## src/rtl/phys_tag_alloc_ctrl.sv

```systemverilog
// phys_tag_alloc_ctrl
// Physical register tag allocator. Free tags sit in a circular queue addressed
// by head (allocation) and tail (reclaim) pointers. After reset a sequencer
// fills the queue with every non-architectural tag, then the controller grants
// up to ALLOC_W tags and reclaims up to FREE_W tags per cycle. One checkpoint
// of the head pointer supports branch recovery.
//
// Optional build macro: PHYS_TAG_ALLOC_ERR_EN adds a sticky 'err' output that
// flags dropped frees, frees seen during INIT and out-of-range restores.
//
// Pointers wrap modulo 2*DEPTH so that a full queue (tail - head == DEPTH) and
// an empty one (tail == head) stay distinguishable when the occupancy has to
// be recomputed from pointers on a restore.

module phys_tag_alloc_ctrl #(
    parameter int PHYS_REGS  = 64,
    parameter int ARCH_REGS  = 32,
    parameter int TAG_W      = 6,
    parameter int ALLOC_W    = 2,
    parameter int FREE_W     = 2,
    localparam int DEPTH     = PHYS_REGS - ARCH_REGS,
    localparam int CNT_W     = $clog2(DEPTH + 1)
) (
    input  logic                       clk,
    input  logic                       reset,
    input  logic [ALLOC_W-1:0]         alloc_req,
    output logic [ALLOC_W-1:0]         alloc_gnt,
    output logic [ALLOC_W*TAG_W-1:0]   alloc_tag,
    input  logic [FREE_W-1:0]          free_vld,
    input  logic [FREE_W*TAG_W-1:0]    free_tag,
    input  logic                       ckpt_save,
    input  logic                       ckpt_restore,
    output logic                       ready,
    output logic [CNT_W-1:0]           free_count
`ifdef PHYS_TAG_ALLOC_ERR_EN
    ,
    output logic                       err
`endif
);

    localparam int IDX_W = $clog2(DEPTH);
    localparam int PTR_W = IDX_W + 1;
    localparam int SUM_W = PTR_W + 2;

    localparam logic [SUM_W-1:0] DEPTH_S   = SUM_W'(DEPTH);
    localparam logic [SUM_W-1:0] PTR_MOD_S = SUM_W'(2 * DEPTH);
    localparam logic [IDX_W-1:0] INIT_LAST = IDX_W'(DEPTH - 1);
    localparam logic [TAG_W-1:0] ARCH_TAG  = TAG_W'(ARCH_REGS);

    typedef enum logic [1:0] {
        ST_INIT    = 2'd0,
        ST_READY   = 2'd1,
        ST_RECOVER = 2'd2
    } state_e;

    // ------------------------------------------------------------------
    // Pointer helpers
    // ------------------------------------------------------------------

    // Advance a pointer by n entries, wrapping modulo 2*DEPTH.
    function automatic logic [PTR_W-1:0] ptr_add(input logic [PTR_W-1:0] p,
                                                 input logic [SUM_W-1:0] n);
        logic [SUM_W-1:0] s;
        s = SUM_W'(p) + n;
        s = (s >= PTR_MOD_S) ? (s - PTR_MOD_S) : s;
        return s[PTR_W-1:0];
    endfunction

    // Map a pointer onto a queue slot (modulo DEPTH).
    function automatic logic [IDX_W-1:0] ptr_idx(input logic [PTR_W-1:0] p);
        logic [SUM_W-1:0] s;
        s = SUM_W'(p);
        s = (s >= DEPTH_S) ? (s - DEPTH_S) : s;
        return s[IDX_W-1:0];
    endfunction

    // Number of entries from h up to t, modulo 2*DEPTH.
    function automatic logic [SUM_W-1:0] ptr_dist(input logic [PTR_W-1:0] t,
                                                  input logic [PTR_W-1:0] h);
        logic [SUM_W-1:0] d;
        d = (t >= h) ? (SUM_W'(t) - SUM_W'(h))
                     : (SUM_W'(t) + PTR_MOD_S - SUM_W'(h));
        return d;
    endfunction

    // ------------------------------------------------------------------
    // State
    // ------------------------------------------------------------------
    state_e             state_q, state_d;
    logic [PTR_W-1:0]   head_q, head_d;
    logic [PTR_W-1:0]   tail_q, tail_d;
    logic [CNT_W-1:0]   count_q, count_d;
    logic [IDX_W-1:0]   init_idx_q, init_idx_d;
    logic [PTR_W-1:0]   ckpt_head_q, ckpt_head_d;
    logic [TAG_W-1:0]   queue_q [DEPTH];

    // ------------------------------------------------------------------
    // Combinational datapath signals
    // ------------------------------------------------------------------
    logic               alloc_en_s;
    logic               free_en_s;
    logic [ALLOC_W-1:0] gnt_s;
    logic [ALLOC_W*TAG_W-1:0] tag_s;
    logic [SUM_W-1:0]   n_gnt_s;
    logic [SUM_W-1:0]   n_free_s;
    logic [SUM_W-1:0]   room_s;
    logic [FREE_W-1:0]  wr_en_s;
    logic [IDX_W-1:0]   wr_idx_s  [FREE_W];
    logic [TAG_W-1:0]   wr_data_s [FREE_W];
    logic [PTR_W-1:0]   head_next_s;
    logic [SUM_W-1:0]   restore_cnt_s;

    // Grants only in READY and never in a restore cycle; reset masks them so
    // nothing is granted on the edge that resets the block.
    assign alloc_en_s = reset && (state_q == ST_READY) && !ckpt_restore;
    // Frees are accepted in READY (including restore cycles) and RECOVER.
    assign free_en_s  = (state_q == ST_READY) || (state_q == ST_RECOVER);

    // Grant scan: each requesting slot takes the next unconsumed entry while
    // entries remain; idle slots do not consume an entry.
    always_comb begin
        gnt_s   = '0;
        tag_s   = '0;
        n_gnt_s = '0;
        for (int i = 0; i < ALLOC_W; i++) begin
            if (alloc_en_s && alloc_req[i] && (n_gnt_s < SUM_W'(count_q))) begin
                gnt_s[i]                  = 1'b1;
                tag_s[i*TAG_W +: TAG_W]   = queue_q[ptr_idx(ptr_add(head_q, n_gnt_s))];
                n_gnt_s                   = n_gnt_s + SUM_W'(1);
            end else begin
                gnt_s[i] = 1'b0;
            end
        end
    end

    // Free scan: accepted frees are packed at tail in slot order; once the
    // queue would exceed DEPTH the remaining (higher) slots are dropped.
    always_comb begin
        wr_en_s  = '0;
        n_free_s = '0;
        room_s   = DEPTH_S - SUM_W'(count_q) + n_gnt_s;
        for (int j = 0; j < FREE_W; j++) begin
            wr_idx_s[j]  = '0;
            wr_data_s[j] = '0;
        end
        for (int j = 0; j < FREE_W; j++) begin
            if (free_en_s && free_vld[j] && (n_free_s < room_s)) begin
                wr_en_s[j]   = 1'b1;
                wr_idx_s[j]  = ptr_idx(ptr_add(tail_q, n_free_s));
                wr_data_s[j] = free_tag[j*TAG_W +: TAG_W];
                n_free_s     = n_free_s + SUM_W'(1);
            end else begin
                wr_en_s[j] = 1'b0;
            end
        end
    end

    // Next-state and pointer/count update for the INIT/READY/RECOVER sequencer.
    always_comb begin
        state_d       = state_q;
        head_d        = head_q;
        tail_d        = tail_q;
        count_d       = count_q;
        init_idx_d    = init_idx_q;
        ckpt_head_d   = ckpt_head_q;
        head_next_s   = ptr_add(head_q, n_gnt_s);
        restore_cnt_s = '0;
        case (state_q)
            ST_INIT: begin
                if (init_idx_q == INIT_LAST) begin
                    init_idx_d = '0;
                    tail_d     = ptr_add('0, DEPTH_S);
                    count_d    = CNT_W'(DEPTH);
                    state_d    = ST_READY;
                end else begin
                    init_idx_d = init_idx_q + IDX_W'(1);
                end
            end
            ST_READY: begin
                tail_d = ptr_add(tail_q, n_free_s);
                if (ckpt_restore) begin
                    restore_cnt_s = ptr_dist(tail_d, ckpt_head_q);
                    head_d        = ckpt_head_q;
                    count_d       = CNT_W'(restore_cnt_s);
                    state_d       = ST_RECOVER;
                end else begin
                    head_d  = head_next_s;
                    count_d = CNT_W'(SUM_W'(count_q) + n_free_s - n_gnt_s);
                    if (ckpt_save) begin
                        ckpt_head_d = head_next_s;
                    end else begin
                        ckpt_head_d = ckpt_head_q;
                    end
                end
            end
            ST_RECOVER: begin
                tail_d  = ptr_add(tail_q, n_free_s);
                count_d = CNT_W'(SUM_W'(count_q) + n_free_s);
                state_d = ST_READY;
            end
            default: begin
                state_d = ST_INIT;
            end
        endcase
    end

    // Control registers with synchronous active-low reset.
    always_ff @(posedge clk) begin
        if (!reset) begin
            state_q     <= ST_INIT;
            head_q      <= '0;
            tail_q      <= '0;
            count_q     <= '0;
            init_idx_q  <= '0;
            ckpt_head_q <= '0;
        end else begin
            state_q     <= state_d;
            head_q      <= head_d;
            tail_q      <= tail_d;
            count_q     <= count_d;
            init_idx_q  <= init_idx_d;
            ckpt_head_q <= ckpt_head_d;
        end
    end

    // Queue storage: sequential fill during INIT, packed frees afterwards.
    always_ff @(posedge clk) begin
        if (reset) begin
            if (state_q == ST_INIT) begin
                queue_q[init_idx_q] <= ARCH_TAG + TAG_W'(init_idx_q);
            end else begin
                for (int j = 0; j < FREE_W; j++) begin
                    if (wr_en_s[j]) begin
                        queue_q[wr_idx_s[j]] <= wr_data_s[j];
                    end
                end
            end
        end
    end

    assign alloc_gnt  = gnt_s;
    assign alloc_tag  = tag_s;
    assign ready      = (state_q == ST_READY);
    assign free_count = count_q;

`ifdef PHYS_TAG_ALLOC_ERR_EN
    // Count the valid bits of a free vector.
    function automatic logic [SUM_W-1:0] popcount(input logic [FREE_W-1:0] v);
        logic [SUM_W-1:0] c;
        c = '0;
        for (int j = 0; j < FREE_W; j++) begin
            c = c + SUM_W'(v[j]);
        end
        return c;
    endfunction

    logic err_q, err_d;
    logic drop_s, init_free_s, restore_ovf_s;

    assign drop_s        = free_en_s && (popcount(free_vld) > n_free_s);
    assign init_free_s   = (state_q == ST_INIT) && (|free_vld);
    assign restore_ovf_s = (state_q == ST_READY) && ckpt_restore && (restore_cnt_s > DEPTH_S);
    assign err_d         = err_q | drop_s | init_free_s | restore_ovf_s;

    // Sticky error flag, cleared only by reset.
    always_ff @(posedge clk) begin
        if (!reset) begin
            err_q <= 1'b0;
        end else begin
            err_q <= err_d;
        end
    end

    assign err = err_q;
`endif

endmodule

```

## config.mk

```make
export PLATFORM = sky130hd
export DESIGN_NAME = phys_tag_alloc_ctrl
export DESIGN_NICKNAME = d
export VERILOG_FILES = /design/src/rtl/phys_tag_alloc_ctrl.sv
export SDC_FILE = /design/constraint.sdc
export NUM_CORES = 1
export LEC_CHECK = 0
export BUFFER_PORTS_ARGS = -buffer_cell sky130_fd_sc_hd__clkbuf_2
export CORE_UTILIZATION = 50
export DETAILED_ROUTE_END_ITERATION = 6
export GPL_TIMING_DRIVEN = 0
export PLACE_DENSITY = 0.66
export SLEW_MARGIN = 20
export SYNTH_ARGS = -nofsm -noshare
export SYNTH_HDL_FRONTEND = slang
export SYNTH_SLANG_ARGS = --single-unit
```

## constraint.sdc

```tcl
create_clock -name clk -period 18 [get_ports clk]
set_input_delay 4.5 -clock clk [delete_from_list [all_inputs] [get_ports clk]]
set_output_delay 4.5 -clock clk [all_outputs]
set_load 0.02 [all_outputs]
```

* Word-level counts from Yosys, hierarchy flattened *
Memory sizes are Yosys's and may differ from the RTL's.
Cells that the tools add are included.

word-level totals
  bits in writable memories = 192
  memories = 1
  input bits = 20
  output and inout port bits = 21
  bits in registers = 31
  logic and storage cells = 122

cells by class
  reduce and logical (&&, ||, !) cells = 21
  muxes and demuxes = 48
  bitwise logic cells = 1
  magnitude comparators = 15
  add/sub/neg operators = 25
  eq/ne operators = 5

memory list
  name     depth  width  rd ports  clocked after memory_dff  write ports  line  RTL
  queue_q  32     6      2         0                         2            95    logic [TAG_W-1:0] queue_q [DEPTH];

operators with widths
  cell                                                                                 number
  6-bit two-way mux                                                                    15
  5-bit two-way mux                                                                    8
  6-bit by 1-bit subtractor with 6-bit output, second input constant                   6
  6-bit greater-or-equal comparator, second input constant                             4
  5-bit by 1-bit subtractor with 5-bit output, second input constant                   4
  1-bit two-way mux                                                                    18
  6-bit one-hot mux with 3 select lines                                                1
  6-bit subtractor                                                                     3
  6-bit by 8-bit adder with 8-bit output                                               2
  8-bit by 1-bit adder with 8-bit output, second input constant                        2
  8-bit by 7-bit greater-or-equal comparator with 1-bit output, second input constant  2
  8-bit two-way mux                                                                    2
  6-bit by 1-bit adder with 7-bit output                                               2
  6-bit by 7-bit greater-or-equal comparator with 1-bit output, second input constant  2
  7-bit greater-or-equal comparator, second input constant                             2
  6-bit one-hot mux with 2 select lines                                                1
  1-bit logical AND                                                                    10
  8-bit adder                                                                          1
  1-bit by 8-bit < comparator with 1-bit output, first input constant                  1
  8-bit by 6-bit < comparator with 1-bit output                                        1
  8-bit < comparator                                                                   1
  6-bit by 6-bit subtractor with 7-bit output, first input constant                    1
  6-bit by 1-bit adder with 6-bit output, second input constant                        1
  6-bit by 5-bit adder with 6-bit output, first input constant                         1
  other kinds (20)                                                                     24

* Longest topological paths before layout *
  word-level depth = 24
  gate-level depth with buffers = 37
  mapped depth without buffers = 33

* Worst setup path before layout *
OpenSTA, ideal clock, no wires.

  kind = input to output
  start = in ckpt_restore
  end = out alloc_tag[10]
  data arrival time = 7.887 ns
  buffers on the path = 3
  stages on the path = 11
  required time = 13.500 ns
  setup slack = 5.613 ns
  path through = clkbuf_1 > nor2_1 > nand4_1 > inv_1 > ha_1 > buf_1 > buf_1 > mux4_2 > mux4_2 > mux2i_1 > nor2_1

on the way
  word-level cells in the longest chain between the ends = 12
  elaborated cells on any way between the ends = 17
  classes of those cells = 3 x add/sub; 3 x order compare; 4 x mux; 6 x reduce/logical; 1 x memory

RTL lines
  item                                                                                              line  RTL
  start, declared                                                                                   32    input logic ckpt_restore,
  1-bit zero test (*)                                                                               115   assign alloc_en_s = reset && (state_q == ST_READY) && !ckpt_restore;
  1-bit logical AND (*)                                                                             115
  1-bit logical AND (2 in series)                                                                   126   if (alloc_en_s && alloc_req[i] && (n_gnt_s < SUM_W'(count_q))) begin
  1-bit two-way mux                                                                                 126
  6-bit by 1-bit adder with 7-bit output                                                            64    s = SUM_W'(p) + n;
  6-bit by 1-bit subtractor with 6-bit output or 7-bit greater-or-equal comparator (tied branches)  65    s = (s >= PTR_MOD_S) ? (s - PTR_MOD_S) : s;
  6-bit two-way mux                                                                                 65
  5-bit by 1-bit subtractor with 5-bit output or 6-bit greater-or-equal comparator (tied branches)  73    s = (s >= DEPTH_S) ? (s - DEPTH_S) : s;
  5-bit two-way mux                                                                                 73
  memory read 32 x 6 bit                                                                            --
  6-bit two-way mux (*)                                                                             126
  end, declared                                                                                     28    output logic [ALLOC_W*TAG_W-1:0] alloc_tag,

Mark *: on every way between the ends. The rest lies on a longest branch, timed or not.

* Worst setup path after layout *
  start = in ckpt_restore
  end = out alloc_tag[9]

The elaborated chain is that of the path after synthesis.

==> flow_summary.toml <==
[floorplanning]
rows = 62
die_h_um = 174.1
core_um2 = 28940
die_w_um = 174.1
start_util_pct = 51.21
io_pins = 41
fp.dieArea_um2 = 30330

[worst_setup_path]
regToRegSetupSlack_ns = 9.03
end_kind = "output port"
criticalPathCategory = "input port to output port"
worstRegToRegCells = 35
r2r-start = "state_q[1]"
worstSetupStartpointType = "input port"
path_max_fanout = 10
crit_required_ns = 13.50
r2r_end = "free_count[5]"
cp.arrival_ns = 9.56

[placed_design]
hpwl_mm = 35.24
dpl.cell_count = 1726
portBuffers = 34
placed_area_um2 = 15510
gp_congestion = 1.040

[grt]
top_usage_layer = "met2"
track_usage_pct = 31.28
grt.met2_usage_pct = 47.53
antenna_found_initial = 0
grt_pass1_vias = 11060
grt.met3_usage_pct = 7.655
met1_usage_pct = 42.76
grt.overflow.total = 0
grt_pass1_wl_mm = 69.72
grt_max_degree = 15

[timing]
slew_violations = 0
max_slew_margin_pct = 29.93
period_needed_ns = 14.06
rsz0062_at_grt = "no"
max_freq_ghz = 0.07113
tns_ns = 0
hold_violations = 0
post-route-period-util_pct = 78.10
finalClockSkew_ns = 0.04131
worst_pin_slew_ns = 1.040
setup_violations = 0

[yosys]
syn_inst = 1305
syn_avg_cell_area_um2 = 11.35
synth_ff_type = "edfxtp_1"
ys_seq_elements = 228
synth-seq-area-share_pct = 43.78
ys_types = 67
synthArstFlopShare_pct = 0
synth_area_um2 = 14820
synth-edff-count = 192
yosys-top-cells-area = "edfxtp_1 (39%), mux4_2 (18%), a21oi_1 (9.3%)"
yosysWarnings = 0
yosysTopAreaCellShare_pct = 38.91
synth_nets = 1358
synth_area_leader_cell = "edfxtp_1"

[min_path]
hold_start = "head_q[5]"
hold_path.class = "flop to flop"
min_path_cells = 2
worstHoldEndpoint = "head_q[5]"

[route]
firstDrtPassIters = 6
wl_mm = 47.44
vias_per_cell = 6.681
drc = 0
ant_nets = 0
vias = 11850
first_iter_violations = 1922
wl_per_cell_um = 26.74

[final_layout]
synthToLayoutAreaGrowth_pct = 11.17
final_cell_mix = "a21oi_1 (275), edfxtp_1 (192), nor2_1 (168)"
layoutNonFillerInstCount = 1774
diodes = 0
multi_input_area_um2 = 7615
fin_util_pct = 56.93
fin_nets = 1423
final_area_um2 = 16470
fillers = 2407
final_common_cell = "a21oi_1"
regArea_um2 = 6486
drive_gt1_share_pct = 21.58

[clock_network]
hold_buffers = 0
cts_sinks = 228
cts_tree = "done"
clock_latency_ns = 0.58
htree_levels = 1
clockBufferDepth = 3
cts_setup_buffers = 0
numCtsBuffers = 26
cts-root-buf = "clkbuf_16"
path_clk_slew_ns = 0.06
cts.repair.resized = 0

[run]
drv_cap = 0

[power_and_ir_drop]
p_total_uw = 1326
p_leak_uw = 0.005828
power_density_nw_per_um2 = 80.51
peakVddDrop_v = 0.00006669

[outcome]
outcome = "complete, no violations"
==> critical path: stages <==
cell	delay (ns)
clkbuf_1	0.18
nor2_1	0.50
nand4_1	0.59
inv_1	0.37
ha_1	0.24
buf_1	0.68
buf_1	0.84
mux4_2	0.66
mux4_2	0.52
mux2i_1	0.17
nor2_1	0.10
clkbuf_2	0.19
==> metal layers <==
metal  vias up  share of wire, %
li1       5107                 -
met1      5774                38
met2       844                44
met3       127                12
met4         0               4.9
met5         -                 0
==> sequential cells by signal, indices dropped and copies added, names as in the netlist, named ones only <==
name,count
free_count,6
head_q,6
tail_q,6
init_idx_q,5
queue_q,192
ckpt_head_q,6
state_q,2
==> Yosys cell counts, drive strengths merged (3+ instances only) <==
cell      n
o31ai     3
nand4     3
and3     23
o22ai     3
mux4    120
o211ai    3
nor2    168
buf      59
o21ai    35
nand2b   13
inv      27
a22oi     9
xor2     13
nor3b     3
a31oi     4
dfxtp    36
a21oi   275
and2      3
mux2     23
xnor2    15
nor3      8
mux2i    34
nand3    25
edfxtp  192
clkbuf   68
a211oi    6
nand2    44
ha       31
o21bai   16
nor2b    10
==> power by group <==
group	switching [uW]	internal [uW]
clock network	231	366
logic	87.6	57.0
registers	5.73	579
==> cell families (layout without fill, tap and decap cells) <==
kind of cell | Yosys count | in the layout | synth area share, %
adder cells (fa/ha/maj) | 33 | 33 | 2.888
multiplexers | 177 | 177 | 22.94
flip-flops | 228 | 228 | 43.78
AO/OA/AOI/OAI | 376 | 376 | 13.99
buffers and inverters | 154 | 239 | 4.932
AND/OR/NAND/NOR | 308 | 308 | 9.661
XOR/XNOR | 29 | 29 | 1.807
==> stage by stage <==
stage          setup WS (ns)  hold WS, ns
2_1_floorplan          5.613       0.4529
3_3_place_gp           4.126       0.4642
3_5_place_dp           4.033       0.4681
4_1_cts                4.022       0.4771
5_1_grt                3.744       0.4949
6_report               3.942       0.4803
==> layout make-up <==
cell class              count  area share (%)
repair buffers             37           1.193
inverters                  27          0.6153
clock buffers              40           4.899
multi-input cells         923           46.23
clock inverters             8          0.9191
flip-flops and latches    228           39.38
plain buffers             127           3.851
well taps                 384           2.917
==> worst max-delay path by stage <==
| stage | slack, ns | end | start |
|---|---|---|---|
| after floorplan | 5.61 | alloc_tag[10] | ckpt_restore |
| after global placement | 4.13 | alloc_tag[11] | ckpt_restore |
| after detailed placement | 4.03 | alloc_tag[10] | ckpt_restore |
| after CTS | 4.02 | alloc_tag[10] | ckpt_restore |
| after global routing | 3.74 | alloc_tag[10] | ckpt_restore |
| final | 3.94 | alloc_tag[9] | ckpt_restore |
No activity file was read; power rests on OpenSTA's default activity.
